===== config.mk =====
export PLATFORM = sky130hd
export DESIGN_NAME = alu_arbiter
export DESIGN_NICKNAME = d
export VERILOG_FILES = /design/src/rtl/alu_arb_pkg.sv /design/src/rtl/alu_arbiter_rr_arb2.sv /design/src/rtl/alu_arbiter.sv
export SDC_FILE = /design/constraint.sdc
export NUM_CORES = 1
export LEC_CHECK = 0
export CAP_MARGIN = 15
export CORE_MARGIN = 2
export CORE_UTILIZATION = 40
export DETAILED_ROUTE_END_ITERATION = 10
export PLACE_DENSITY = 0.86
export SYNTH_ARGS = -nofsm -noshare
export SYNTH_HDL_FRONTEND = slang
export SYNTH_HIERARCHICAL = 1
export SYNTH_SLANG_ARGS = --single-unit

===== constraint.sdc =====
create_clock -name clock -period 2 [get_ports clock]
set_input_delay 0.4 -clock clock [delete_from_list [all_inputs] [get_ports clock]]
set_output_delay 0.4 -clock clock [all_outputs]
set_load 0.02 [all_outputs]

===== src/rtl/alu_arb_pkg.sv =====
// Shared types and constants for the two-requester ALU arbiter.
package alu_arb_pkg;

  localparam int unsigned DEF_DATA_W = 4;
  localparam int unsigned DEF_RES_W  = 8;
  localparam int unsigned DEF_OP_W   = 3;
  localparam int unsigned CNT_W      = 4;

  typedef enum logic [1:0] {
    S_IDLE = 2'd0,
    S_EXEC = 2'd1,
    S_RESP = 2'd2
  } state_t;

  // Op-select encoding understood by the shared ALU
  localparam logic [DEF_OP_W-1:0] OP_RIPPLE = 3'd0;
  localparam logic [DEF_OP_W-1:0] OP_ADD    = 3'd1;
  localparam logic [DEF_OP_W-1:0] OP_ORXOR  = 3'd2;
  localparam logic [DEF_OP_W-1:0] OP_ANYONE = 3'd3;
  localparam logic [DEF_OP_W-1:0] OP_ALLONE = 3'd4;
  localparam logic [DEF_OP_W-1:0] OP_SHL    = 3'd5;
  localparam logic [DEF_OP_W-1:0] OP_SHR    = 3'd6;
  localparam logic [DEF_OP_W-1:0] OP_MUL    = 3'd7;

endpackage


===== src/rtl/alu_arbiter_rr_arb2.sv =====
// Two-requester round-robin grant; the requester that did not win last time wins a tie.
module rr_arb2 (
  input  logic [1:0] valid,
  input  logic       last_grant,
  output logic       gnt_valid_c,
  output logic       gnt_id_c
);

  always_comb begin
    gnt_valid_c = |valid;
    gnt_id_c    = 1'b0;
    case (valid)
      2'b01:   gnt_id_c = 1'b0;
      2'b10:   gnt_id_c = 1'b1;
      2'b11:   gnt_id_c = ~last_grant;
      default: gnt_id_c = 1'b0;
    endcase
  end

endmodule


===== src/rtl/alu_arbiter.sv =====
// Shares one combinational ALU between two requesters, one operation in flight.
// Optional per-requester accumulators feeding operand B: define ALU_ARB_ACC_EN.
module alu_arbiter
  import alu_arb_pkg::*;
#(
  parameter int unsigned DATA_W  = DEF_DATA_W,
  parameter int unsigned RES_W   = DEF_RES_W,
  parameter int unsigned OP_W    = DEF_OP_W,
  parameter int unsigned ALU_LAT = 0
) (
  input  logic              clock,
  input  logic              reset,
  input  logic              req0_valid,
  output logic              req0_ready,
  input  logic [DATA_W-1:0] req0_a,
  input  logic [DATA_W-1:0] req0_b,
  input  logic [OP_W-1:0]   req0_op,
  input  logic              req0_use_acc,
  output logic              rsp0_valid,
  input  logic              req1_valid,
  output logic              req1_ready,
  input  logic [DATA_W-1:0] req1_a,
  input  logic [DATA_W-1:0] req1_b,
  input  logic [OP_W-1:0]   req1_op,
  input  logic              req1_use_acc,
  output logic              rsp1_valid,
  output logic [RES_W-1:0]  rsp_result,
  output logic [DATA_W-1:0] alu_a,
  output logic [DATA_W-1:0] alu_b,
  output logic [OP_W-1:0]   alu_key,
  input  logic [RES_W-1:0]  alu_out,
  output logic              busy,
  output logic              grant_id
);

  state_t            state;
  logic [DATA_W-1:0] opa;
  logic [DATA_W-1:0] opb;
  logic [OP_W-1:0]   opk;
  logic [CNT_W-1:0]  cnt;
  logic              last_grant;
  logic              gnt_valid_c;
  logic              gnt_id_c;
  logic              xfer_c;
  logic              capture_c;
  logic [DATA_W-1:0] b_sel_c;

  rr_arb2 u_arb (
    .valid       ({req1_valid, req0_valid}),
    .last_grant  (last_grant),
    .gnt_valid_c (gnt_valid_c),
    .gnt_id_c    (gnt_id_c)
  );

  // Ready is only offered in IDLE and never while reset is held
  assign req0_ready = !reset && (state == S_IDLE) && gnt_valid_c && !gnt_id_c;
  assign req1_ready = !reset && (state == S_IDLE) && gnt_valid_c &&  gnt_id_c;
  assign xfer_c     = req0_ready || req1_ready;
  assign capture_c  = (state == S_EXEC) && (cnt == '0);

  assign alu_a   = opa;
  assign alu_b   = opb;
  assign alu_key = opk;

`ifdef ALU_ARB_ACC_EN
  logic [RES_W-1:0] acc0;
  logic [RES_W-1:0] acc1;
  logic             unused_acc_hi;

  always_ff @(posedge clock) begin
    if (reset) begin
      acc0 <= '0;
      acc1 <= '0;
    end else if (capture_c) begin
      if (grant_id) acc1 <= alu_out;
      else          acc0 <= alu_out;
    end
  end

  always_comb begin
    b_sel_c = gnt_id_c ? req1_b : req0_b;
    if (gnt_id_c ? req1_use_acc : req0_use_acc)
      b_sel_c = gnt_id_c ? acc1[DATA_W-1:0] : acc0[DATA_W-1:0];
  end

  assign unused_acc_hi = &{1'b0, acc0[RES_W-1:DATA_W], acc1[RES_W-1:DATA_W]};
`else
  logic unused_use_acc;

  always_comb begin
    b_sel_c = gnt_id_c ? req1_b : req0_b;
  end

  assign unused_use_acc = &{1'b0, req0_use_acc, req1_use_acc};
`endif

  // Control FSM and operand/result datapath
  always_ff @(posedge clock) begin
    if (reset) begin
      state      <= S_IDLE;
      opa        <= '0;
      opb        <= '0;
      opk        <= '0;
      cnt        <= '0;
      rsp_result <= '0;
      grant_id   <= 1'b0;
      last_grant <= 1'b1;
      busy       <= 1'b0;
      rsp0_valid <= 1'b0;
      rsp1_valid <= 1'b0;
    end else begin
      rsp0_valid <= 1'b0;
      rsp1_valid <= 1'b0;
      case (state)
        S_IDLE: begin
          if (xfer_c) begin
            opa        <= gnt_id_c ? req1_a  : req0_a;
            opb        <= b_sel_c;
            opk        <= gnt_id_c ? req1_op : req0_op;
            grant_id   <= gnt_id_c;
            last_grant <= gnt_id_c;
            cnt        <= CNT_W'(ALU_LAT);
            busy       <= 1'b1;
            state      <= S_EXEC;
          end
        end
        S_EXEC: begin
          if (cnt == '0) begin
            rsp_result <= alu_out;
            rsp0_valid <= !grant_id;
            rsp1_valid <= grant_id;
            state      <= S_RESP;
          end else begin
            cnt <= cnt - CNT_W'(1);
          end
        end
        S_RESP: begin
          busy  <= 1'b0;
          state <= S_IDLE;
        end
        default: begin
          busy  <= 1'b0;
          state <= S_IDLE;
        end
      endcase
    end
  end

endmodule


==> results_dict.tcl <==
set metrics [dict create \
    arrival_ns 1.50 \
    antenna_found_initial 0 \
    remaining_drc_errors 0 \
    regToRegStartpoint "state[1]" \
    required_ns 1.60 \
    maxCapViolations 0 \
    yosysSeqAreaShare_pct 47.0 \
    fmax_mhz 528 \
    hold_class "register to register" \
    status "complete, no violations" \
    die-area_mm2 0.00367 \
    root_buffer "clkbuf_4" \
    synthCells 138 \
    cts.sinks 30 \
    hpwl_mm 2.52 \
    cts_max_level 2 \
    min_period_over_period_pct 94.8 \
    area_growth_pct 57.2 \
    drt-wirelength-per-cell_um 13.4 \
    rsz0062_at_grt "false" \
    crit_path_start "req1_valid" \
    die_y_um 60.5 \
    finalWirelength_mm 3.33 \
    start_util_pct 41.9 \
    worst-path-stages 5 \
    ctsHoldBuffers 0 \
    critPathCapture "req0_ready" \
    avgSynthCellArea_um2 9.27 \
    nets 243 \
    hold_viol 0 \
    r2r-end "cnt[3]" \
    ant_nets 0 \
    p_leak_nw 0.778 \
    fp.dieW_um 60.5 \
    utilization_pct 65.9 \
    gp_congestion 0.726 \
    track_usage_pct 20.0 \
    gr-total-overflow 0 \
    drt_iter0_drc 31 \
    pin_count 61 \
    grt_first_pass_wirelength_mm 5.39 \
    syn_nets 176 \
    grt_use_met2_pct 37.1 \
    rows 20 \
    cts_tree "done" \
    numCtsBuffers 5 \
    relSlewSlack_pct 69.9 \
    fin_crit_ns 1.90 \
    yosys_warnings 6 \
    cp_max_fo 2 \
    clock_path_buffers 2 \
    path_class "input pin to output port" \
    gr-usage-met1_pct 19.6 \
    io_buffers 58 \
    tightest_slew_ns 0.451 \
    worstRegToRegCells 4 \
    critical_path.cell_chain "dlygate4sd2_1 -> or2_1 -> or4b_4 -> nor2_4 -> buf_6" \
    slowest_stage "or4b_4" \
    nFillCells 263 \
    cp_num_buf_inv 2 \
    syn-cell-area_mm2 0.00128 \
    r2r_slack_ns 0.34 \
    fin_skew_ns 0.0122 \
    vdd_drop_max_mv 0.496 \
    n_antenna_cell 0 \
    startpoint_type "input pin" \
    finalSetupViolations 0 \
    worstSkewPairLatency_ns 0.33 \
    grt_busiest_layer "met2" \
    vias 1282 \
    clk_pin_slew_ns 0.08 \
    grt_max_degree 30 \
    maxSlewViolCount 0 \
    end_kind "output port" \
    fp.coreArea_mm2 0.00305 \
    synth_cell_types 32 \
    grt_pass1_vias 1292 \
    path_delay_family "simple AND/OR/NAND/NOR gates" \
    gr-usage-met3_pct 8.96 \
    slowest_delay_ns 0.49 \
    drive_gt1_share_pct 13.2 \
    vias_per_cell 5.15 \
    hold_ws_ns 0.451 \
    drt_pre_antenna_iters 4 \
    ys_ff_latch 30 \
    powerDensity_mw_per_mm2 661 \
]
-- worst min-delay path by stage --
stage,slack (ns),endpoint,from,depth (start not counted)
global placement,0.43,busy,busy,2
floorplan,0.45,last_grant,last_grant,2
detailed placement,0.44,busy,busy,2
CTS,0.46,busy,busy,2
finish,0.45,busy,busy,2
global route,0.48,busy,busy,2
-- repair_timing --
item                       CTS  global route
resized for setup           15             0
setup endpoints to repair    2             0
setup buffers                1             0
-- where the power goes --
part,leakage (nW),switching (mW),internal (mW),total [mW]
clock,0.0308,0.197,0.126,0.323
sequential,0.246,0.0213,0.641,0.662
combinational,0.501,0.155,0.189,0.345
total,0.778,0.374,0.956,1.33
-- tightest hold or removal path, stage by stage, from the launching register on --
cell and delay, ns:
dfxtp_1 0.32, nand2_1 0.05, nand2_1 0.04
-- cell usage in the layout (no fill, tap or decap), drive strengths merged, types with 2 or more instances in the layout --
cell,Yosys,final
or4,2,2
ha,2,2
a211oi,3,3
a21oi,13,13
o21ai,16,16
nor3,2,2
dlygate4sd2,0,3
a221o,2,2
nand2,3,3
mux2i,9,9
o211ai,2,2
nor2,9,9
inv,3,3
nand2b,2,2
clkdlybuf4s50,0,53
clkinv,0,2
nand3,9,9
nor3b,4,4
clkbuf,6,5
nand3b,6,6
dfxtp,30,30
or3,2,2
buf,5,15
-- routing by layer --
layer  share of wire, %  vias to the layer above  wire, um
met5                  0                        -         0
li1                   -                      626         -
met3                7.8                        8       259
met2                 54                       38      1790
met4                1.5                        0        50
met1                 37                      610      1240
-- flip-flops by register name, summed over array words and instances, names as in the netlist --
name,count
rsp_result,8
grant_id,1
last_grant,1
rsp1_valid,1
alu_b,4
busy,1
alu_a,4
alu_key,3
cnt,4
rsp0_valid,1
state,2
-- metrics by stage --
step                TNS [ns]  instances  setup WS, ns  cell area (um2)  power [mW]
detailed placement     -1.18        241        -0.628             1950        1.02
finish                     0        249         0.105             2010        1.33
global route               0        249        0.0518             2010        1.40
CTS                        0        249         0.117             2010        1.34
global placement       -1.04        241        -0.602             1950        1.01
floorplan                  0        138         0.359             1280       0.832
-- layout make-up --
class / count / area, um2 / share of cell area, %
timing repair buffer: 71 / 671 / 33.4
multi-input combinational: 94 / 626 / 31.1
sequential: 30 / 601 / 29.9
tap: 44 / 55.1 / 2.74
clock buffer: 5 / 37.5 / 1.87
inverter: 3 / 11.3 / 0.560
clock inverter: 2 / 10.0 / 0.498
-- logic make-up (layout without fill, tap and decap cells) --
| group | count (synthesis) | after routing | share of synthesized area (%) |
|---|---|---|---|
| compound gates | 38 | 38 | 17.0 |
| mux | 9 | 9 | 7.05 |
| flops | 30 | 30 | 47.0 |
| buf+inv | 14 | 81 | 5.09 |
| simple gates | 45 | 45 | 21.9 |
| fa+ha+maj | 2 | 2 | 1.96 |
-- cell usage after synthesis (all sizes together) --
master	instances	area, um2
mux2i	9	90.1
nand2	3	11.3
nand2b	2	12.5
nor2b	1	6.26
a211oi	3	22.5
buf	5	31.3
inv	3	11.3
or4b	1	10.0
dfxtp	30	601
ha	2	25.0
and2	1	6.26
nand3	9	45.0
o21ai	16	80.1
or2	1	6.26
or3b	1	8.76
a21oi	13	65.1
a221o	2	20.0
a21boi	1	7.51
nor3b	4	35.0
nor4b	1	15.0
nor3	2	10.0
or3	2	12.5
nand3b	6	45.0
clkbuf	6	22.5
or4	2	15.0
nor2	9	41.3
a21o	1	7.51
o211ai	2	15.0
Note: power is estimated with default switching activity, not from simulation.
